$ cat config.mk
export PLATFORM = sky130hd
export DESIGN_NAME = spi_target
export DESIGN_NICKNAME = d
export VERILOG_FILES = /design/src/rtl/spi_pkg.sv /design/src/rtl/spi_sync.sv /design/src/rtl/spi_target.sv
export SDC_FILE = /design/constraint.sdc
export NUM_CORES = 1
export LEC_CHECK = 0
export CORE_ASPECT_RATIO = 1.75
export CORE_UTILIZATION = 55
export CTS_BUF_LIST = sky130_fd_sc_hd__clkbuf_4
export DETAILED_ROUTE_END_ITERATION = 10
export GPL_ROUTABILITY_DRIVEN = 0
export PLACE_DENSITY = 0.79
export SLEW_MARGIN = 20
export SYNTH_ARGS = -nofsm -noshare
export SYNTH_HDL_FRONTEND = slang
export SYNTH_SLANG_ARGS = --single-unit
$ cat constraint.sdc
create_clock -name clock_in -period 2.28 [get_ports clock_in]
set_clock_uncertainty 0.15 [all_clocks]
set_input_delay 0.228 -clock clock_in [delete_from_list [all_inputs] [get_ports clock_in]]
set_output_delay 0.228 -clock clock_in [all_outputs]
set_load 0.01 [all_outputs]
$ cat src/rtl/spi_pkg.sv
// Shared SPI definitions for the target and master peripherals.
// No logic of its own; types, frame constants and the TX reload rule.
// No flow control here; consumers apply their own strobes.
package spi_pkg;

    // Frame-level state of an SPI endpoint
    typedef enum logic {
        ST_IDLE  = 1'b0,
        ST_SHIFT = 1'b1
    } spi_state_e;

    localparam int BITS_PER_FRAME = 8;

    // Counter must hold 0..BITS_PER_FRAME: the value BITS_PER_FRAME marks
    // "last rise seen, waiting for the closing fall".
    localparam int BIT_CNT_W = $clog2(BITS_PER_FRAME + 1);
    typedef logic [BIT_CNT_W-1:0] bit_cnt_t;

    localparam bit_cnt_t LAST_BIT_CNT  = bit_cnt_t'(BITS_PER_FRAME - 1);
    localparam bit_cnt_t FRAME_END_CNT = bit_cnt_t'(BITS_PER_FRAME);

    localparam logic [7:0] SPI_IDLE_BYTE_DEFAULT = 8'hFF;

    // Byte that enters the TX shifter at frame start: the pending byte,
    // or the idle filler when the CPU has nothing queued.
    function automatic logic [7:0] spi_reload_byte(input logic       empty,
                                                   input logic [7:0] hold,
                                                   input logic [7:0] idle_byte);
        return empty ? idle_byte : hold;
    endfunction

endpackage

$ cat src/rtl/spi_sync.sv
// Synchronizes one asynchronous pin into clock_in and flags its edges.
// Latency: SYNC_STAGES cycles to q_o; rise_o/fall_o valid in that same cycle.
// No backpressure; edges narrower than one clock_in period may be lost.
module spi_sync #(
    parameter int   SYNC_STAGES = 2,     // 2 or 3
    parameter logic RESET_VAL   = 1'b0
) (
    input  logic clock_in,
    input  logic reset,
    input  logic d_i,
    output logic q_o,
    output logic rise_o,
    output logic fall_o
);

    logic [SYNC_STAGES-1:0] chain_q;
    logic                   prev_q;

    // Metastability chain plus one extra flop holding the previous synced value
    always_ff @(posedge clock_in or posedge reset) begin
        if (reset) begin
            chain_q <= {SYNC_STAGES{RESET_VAL}};
            prev_q  <= RESET_VAL;
        end else begin
            chain_q <= {chain_q[SYNC_STAGES-2:0], d_i};
            prev_q  <= chain_q[SYNC_STAGES-1];
        end
    end

    assign q_o    = chain_q[SYNC_STAGES-1];
    assign rise_o =  q_o & ~prev_q;
    assign fall_o = ~q_o &  prev_q;

endmodule

$ cat src/rtl/spi_target.sv
// SPI mode-0 target, 8-bit MSB-first frames, CPU side via load/unload strobes.
// Latency: pin edge acted on SYNC_STAGES+1 cycles later; rx_valid 1 cycle after 8th rise.
// No backpressure: an unread RX byte is overwritten (overrun), a pending TX byte is replaced on load.
module spi_target
    import spi_pkg::*;
#(
    parameter int         SYNC_STAGES = 2,
    parameter logic [7:0] IDLE_BYTE   = SPI_IDLE_BYTE_DEFAULT
) (
    input  logic       clock_in,
    input  logic       reset,
    input  logic       load,
    input  logic       unload,
    input  logic [7:0] datain,
    output logic [7:0] dataout,
    output logic       rx_valid,
    output logic       tx_empty,
    output logic       overrun,
    output logic       busy,
    input  logic       sclk,
    input  logic       mosi,
    input  logic       ssn,
    output logic       miso,
    output logic       miso_oe
);

    // Synchronized pins and edge pulses
    logic sclk_s, sclk_rise, sclk_fall;
    logic ssn_s, ssn_rise, ssn_fall;
    logic mosi_s, mosi_rise, mosi_fall;
    logic unused_edges;

    // Frame state
    spi_state_e state_q;
    bit_cnt_t   cnt_q;
    logic [6:0] rx_q;
    logic [7:0] tx_q;
    logic       busy_q;
    logic       miso_oe_q;

    // CPU-side registers
    logic [7:0] hold_q;
    logic       tx_empty_q;
    logic [7:0] dataout_q;
    logic       rx_valid_q;
    logic       overrun_q;

    // Combinational helpers
    logic [7:0] reload_byte_d;
    logic [7:0] rx_byte_d;
    logic       reload_take_d;
    logic       frame_done_d;

    spi_sync #(
        .SYNC_STAGES (SYNC_STAGES),
        .RESET_VAL   (1'b0)
    ) u_sync_sclk (
        .clock_in (clock_in),
        .reset    (reset),
        .d_i      (sclk),
        .q_o      (sclk_s),
        .rise_o   (sclk_rise),
        .fall_o   (sclk_fall)
    );

    // ssn resets to "asserted" so that a select already low when reset
    // releases produces no falling edge; only a fresh high-to-low starts a frame.
    spi_sync #(
        .SYNC_STAGES (SYNC_STAGES),
        .RESET_VAL   (1'b0)
    ) u_sync_ssn (
        .clock_in (clock_in),
        .reset    (reset),
        .d_i      (ssn),
        .q_o      (ssn_s),
        .rise_o   (ssn_rise),
        .fall_o   (ssn_fall)
    );

    // Same depth as sclk so mosi is sampled with matching delay
    spi_sync #(
        .SYNC_STAGES (SYNC_STAGES),
        .RESET_VAL   (1'b0)
    ) u_sync_mosi (
        .clock_in (clock_in),
        .reset    (reset),
        .d_i      (mosi),
        .q_o      (mosi_s),
        .rise_o   (mosi_rise),
        .fall_o   (mosi_fall)
    );

    // Deselect is handled by level, and mosi edges carry no meaning
    assign unused_edges = ^{ssn_rise, mosi_rise, mosi_fall, sclk_s};

    // Next-frame byte, completed RX byte and the two event qualifiers
    always_comb begin
        reload_byte_d = spi_reload_byte(tx_empty_q, hold_q, IDLE_BYTE);
        rx_byte_d     = {rx_q, mosi_s};
        reload_take_d = 1'b0;
        frame_done_d  = 1'b0;
        if (state_q == ST_IDLE) begin
            reload_take_d = ssn_fall;
        end else if (!ssn_s) begin
            reload_take_d = sclk_fall && (cnt_q == FRAME_END_CNT);
            frame_done_d  = sclk_rise && (cnt_q == LAST_BIT_CNT);
        end
    end

    // Frame FSM: select tracking, bit counting and both shift registers
    always_ff @(posedge clock_in or posedge reset) begin
        if (reset) begin
            state_q   <= ST_IDLE;
            cnt_q     <= '0;
            rx_q      <= '0;
            tx_q      <= '0;
            busy_q    <= 1'b0;
            miso_oe_q <= 1'b0;
        end else begin
            case (state_q)
                ST_IDLE: begin
                    if (ssn_fall) begin
                        state_q   <= ST_SHIFT;
                        cnt_q     <= '0;
                        rx_q      <= '0;
                        tx_q      <= reload_byte_d;
                        busy_q    <= 1'b1;
                        miso_oe_q <= 1'b1;
                    end
                end
                ST_SHIFT: begin
                    if (ssn_s) begin
                        // Deselect mid-frame drops any partial byte silently
                        state_q   <= ST_IDLE;
                        cnt_q     <= '0;
                        rx_q      <= '0;
                        busy_q    <= 1'b0;
                        miso_oe_q <= 1'b0;
                    end else if (sclk_rise && (cnt_q != FRAME_END_CNT)) begin
                        rx_q  <= rx_byte_d[6:0];
                        cnt_q <= cnt_q + 1'b1;
                    end else if (sclk_fall) begin
                        if (cnt_q == FRAME_END_CNT) begin
                            // Closing fall of a frame: line up the next one
                            cnt_q <= '0;
                            tx_q  <= reload_byte_d;
                        end else if (cnt_q != '0) begin
                            tx_q <= {tx_q[6:0], 1'b0};
                        end
                    end
                end
                default: state_q <= ST_IDLE;
            endcase
        end
    end

    // TX holding register; a load in the reload cycle lands after the reload
    always_ff @(posedge clock_in or posedge reset) begin
        if (reset) begin
            hold_q     <= '0;
            tx_empty_q <= 1'b1;
        end else begin
            if (reload_take_d) begin
                tx_empty_q <= 1'b1;
            end
            if (load) begin
                hold_q     <= datain;
                tx_empty_q <= 1'b0;
            end
        end
    end

    // RX data and flags; a completing byte beats a same-cycle unload
    always_ff @(posedge clock_in or posedge reset) begin
        if (reset) begin
            dataout_q  <= '0;
            rx_valid_q <= 1'b0;
            overrun_q  <= 1'b0;
        end else begin
            if (unload) begin
                rx_valid_q <= 1'b0;
                overrun_q  <= 1'b0;
            end
            if (frame_done_d) begin
                dataout_q  <= rx_byte_d;
                rx_valid_q <= 1'b1;
                if (rx_valid_q && !unload) begin
                    overrun_q <= 1'b1;
                end
            end
        end
    end

    assign dataout  = dataout_q;
    assign rx_valid = rx_valid_q;
    assign tx_empty = tx_empty_q;
    assign overrun  = overrun_q;
    assign busy     = busy_q;
    assign miso     = tx_q[7];
    assign miso_oe  = miso_oe_q;

endmodule

==> impl_metrics.csv <==
group,metric,value,unit
run_status,status,"finished clean",
worst_setup_path,slowest_delay,0.45,ns
pwr,power_density,685,mW/mm2
timing,setup_viol,0,
synthesis,synth_nets,175,
die,initial_core_util,57.9,%
synthesis,yosysMostFrequentCell,"dfrtp_1",
worst_setup_path,r2r_setup_slack,0.31,ns
timing,finalCritPeriodShare,86.5,%
detailed_routing,drc,0,
timing,rsz0062_at_grt,"false",
die,die_x,47.5,um
final_layout,drive_gt1_share,21.5,%
pwr,p_leak,1.06,nW
timing,post-route-min-period,1.97,ns
synthesis,synth_flop_cell,"dfrtp_1",
cts,clock-sinks,48,
placement,detailed_place.area,0.00231,mm2
synthesis,synth_edf_count,0,
global_routing,grt_pass1_wl,5980,um
synthesis,synthArstFlopShare,100,%
synthesis,synth_common_cells,"dfrtp_1 (47), mux2_2 (24), nor2_1 (16)",
worst_setup_path,end_kind,"flip-flop",
worst_setup_path,ff2ff_path_depth,6,
worst_hold_path,hold_path.startpoint,"ssn",
global_routing,grt_max_degree,19,
synthesis,syn_inst,158,
final_layout,multi_input_area,713,um2
detailed_routing,met2_length,2020,um
cts,ctsResizeCount,0,
placement,port_buffers,28,
final_layout,fin_area,0.00238,mm2
cts,clk_latency,0.35,ns
worst_setup_path,worstSetupStartpointType,"flip-flop",
worst_setup_path,worst_ep_arrival_time,2.06,ns
detailed_routing,met3_length,120,um
detailed_routing,vias_per_cell,5.51,
timing,slew_headroom,68.9,%
synthesis,synthTopCellsByArea,"dfrtp_1 (59%), mux2_2 (14%), a22o_1 (3.1%), nor2_1 (3.0%), nand3_1 (2.0%)",
worst_setup_path,path_cells,"inv_1 > ha_1 > nor3b_1 > o21ai_0 > nand2_1 > mux2_2",
worst_hold_path,holdPathStages,1,
synthesis,synthDistinctLibCells,33,
worst_setup_path,crit_path_top_delay_cell,"dfrtp_1",
die,core,0.00343,mm2
cts,cts_tree,"built",
timing,drv_slew,0,
cts,cts-buffers-inserted,5,
detailed_routing,drt_iter0_markers,20,
cts,clock_path_buffers,2,
final_layout,regArea,0.00120,mm2
cts,cts-root-buf,"clkbuf_4",
pwr,p_sw_share,25.4,%
worst_hold_path,min_path_type,"in2reg",
final_layout,areaGrowthSynthToFinish,19.6,%
worst_setup_path,crit_fanout,8,
flow_run,maxCapViolations,0,
detailed_routing,firstDrtPassIters,4,
pwr,clkPwrFrac,23.7,%
die,die_h,81.6,um
die,fp-row-count,28,
synthesis,synth.avg_cell_area,12.6,um2
worst_setup_path,cp.required,2.37,ns
pwr,power,1.63,mW
detailed_routing,top_layer_used,"met4",
final_layout,n_fill_cell,277,
cts,post_cts_buffers,0,
timing,hold-worst-slack,0.156,ns
worst_hold_path,holdPathEnd,"u_sync_ssn.chain_q[0]",
pwr,p_switching,414,uW
pwr,p_int,1.22,mW
detailed_routing,drt_wl_total,3510,um
synthesis,ys_ff_latch,48,
pwr,power_frac_comb,15.2,%
timing,hold_viol_final,0,
synthesis,netlist_area,0.00199,mm2
timing,setup_tns,0,ns
final_layout,num-nets-final,207,
detailed_routing,antenna_left,0,
detailed_routing,num_vias,1300,
pwr,vdd_drop_max,0.000451,V
synthesis,synth_warnings,0,
final_layout,diodes,0,
synthesis,yosysTopAreaCell,"dfrtp_1",
global_routing,antenna_found_initial,0,
timing,max_freq,0.507,GHz
die,io_pins,29,
worst_setup_path,critPathKind,"reg2reg",
global_routing,grt_usage,22.2,%
global_routing,grt_overflow_total,0,
worst_setup_path,regToRegStartpoint,"cnt_q[0]",
global_routing,grt_pass1_vias,1330,
worst_setup_path,rr_endpoint,"tx_q[6]",
die,die_area,0.00387,mm2
synthesis,ys_seq_area_share,60.4,%
synthesis,synth_top_area_share,59.1,%
worst_setup_path,worstSetupStartpoint,"cnt_q[0]",
cts,clk_pin_slew,0.13,ns
detailed_routing,wirelength_met1,1320,um
detailed_routing,wire_per_inst,14.9,um
pwr,p_seq_share,61.1,%
placement,place_hpwl,2700,um
cts,htreeDepth,2,
timing,tightest_slew,0.465,ns
-- logic make-up (layout without fill, tap and decap cells) --
family          after synthesis  count (layout)  share of synthesized area (%)
fa+ha+maj                     2               2                           1.26
simple gates                 38              38                           10.9
xor+xnor                      1               1                          0.440
buf+inv                      16              49                           3.71
flops                        48              48                           60.4
compound gates               29              29                           9.69
mux                          24              24                           13.6
-- state kept, by name, summed over array words and instances (netlist names) --
register             flops
u_sync_sclk.chain_q      2
cnt_q                    4
overrun                  1
state_q                  1
u_sync_sclk.prev_q       1
tx_q                     8
u_sync_ssn.prev_q        1
rx_valid                 1
dataout                  8
hold_q                   8
u_sync_ssn.chain_q       2
miso_oe                  1
u_sync_mosi.chain_q      2
rx_q                     7
tx_empty                 1
-- through the flow --
| step | cells | worst slack (ns) | utilization [%] |
|---|---|---|---|
| floorplan | 158 | 0.582 | - |
| global placement | 227 | 0.432 | 67.3 |
| detailed placement | 227 | 0.410 | 67.3 |
| CTS | 236 | 0.310 | 69.3 |
| global route | 236 | 0.201 | 69.3 |
| finish | 236 | 0.309 | 69.3 |
-- placed cells by master, fill, tap and decap left out, types with 2 or more instances in the layout --
| cell | netlist | layout |
|---|---|---|
| o21ai_1 | 2 | 2 |
| o21ai_0 | 8 | 8 |
| dfrtp_1 | 47 | 47 |
| mux2_2 | 24 | 24 |
| a21o_1 | 2 | 2 |
| ha_1 | 2 | 2 |
| buf_4 | 1 | 4 |
| a22o_1 | 7 | 7 |
| inv_1 | 8 | 7 |
| nor2b_1 | 2 | 2 |
| nand3_1 | 8 | 8 |
| nor2_1 | 16 | 16 |
| a21oi_1 | 5 | 5 |
| clkbuf_4 | 0 | 7 |
| nand2_1 | 4 | 4 |
| clkdlybuf4s50_1 | 0 | 28 |
-- metal layers --
metal	vias up	GRT usage, %
met2	35	40.1
met3	8	5.27
met5	-	0
met4	0	8.29
li1	613	-
met1	644	23.5
-- power by group through the flow --
stage                     registers (mW)  logic [mW]  clock network [mW]
final                              0.996       0.248               0.386
after global routing                1.01       0.278               0.436
after CTS                          0.994       0.252               0.400
after detailed placement            1.01       0.248                   0
after global placement              1.00       0.233                   0
after floorplan                    0.993       0.167                   0
-- timing repair --
action | in CTS | in global routing
hold buffers | 1 | 0
hold endpoints to repair | 13 | 0
endpoints found under the setup margin | 0 | 0
-- layout make-up --
cell class                      instances  area share (%)
Inverter                                8            1.26
Tap cell                               45            2.37
Clock buffer                            7            2.21
Clock inverter                          1           0.158
Multi-Input combinational cell         94            30.0
Sequential cell                        48            50.6
Timing Repair Buffer                   33            13.5
-- critical path: cells and delay by family, from the launching register on --
kind	cells	cell delay, ns
multiplexers	1	0.38
AO/OA/AOI/OAI	1	0.11
adder cells (fa/ha/maj)	1	0.18
flip-flops	1	0.45
AND/OR/NAND/NOR	2	0.50
buffers and inverters	1	0.08
-- how the worst max path moves through the flow --
stage                           to  slack (ns)
after floorplan            tx_q[0]        0.58
after global placement     tx_q[5]        0.43
after detailed placement   tx_q[6]        0.41
after CTS                 tx_empty        0.31
after global routing       tx_q[3]        0.20
final                      tx_q[6]        0.31
No activity file was read; power rests on OpenSTA's default activity.
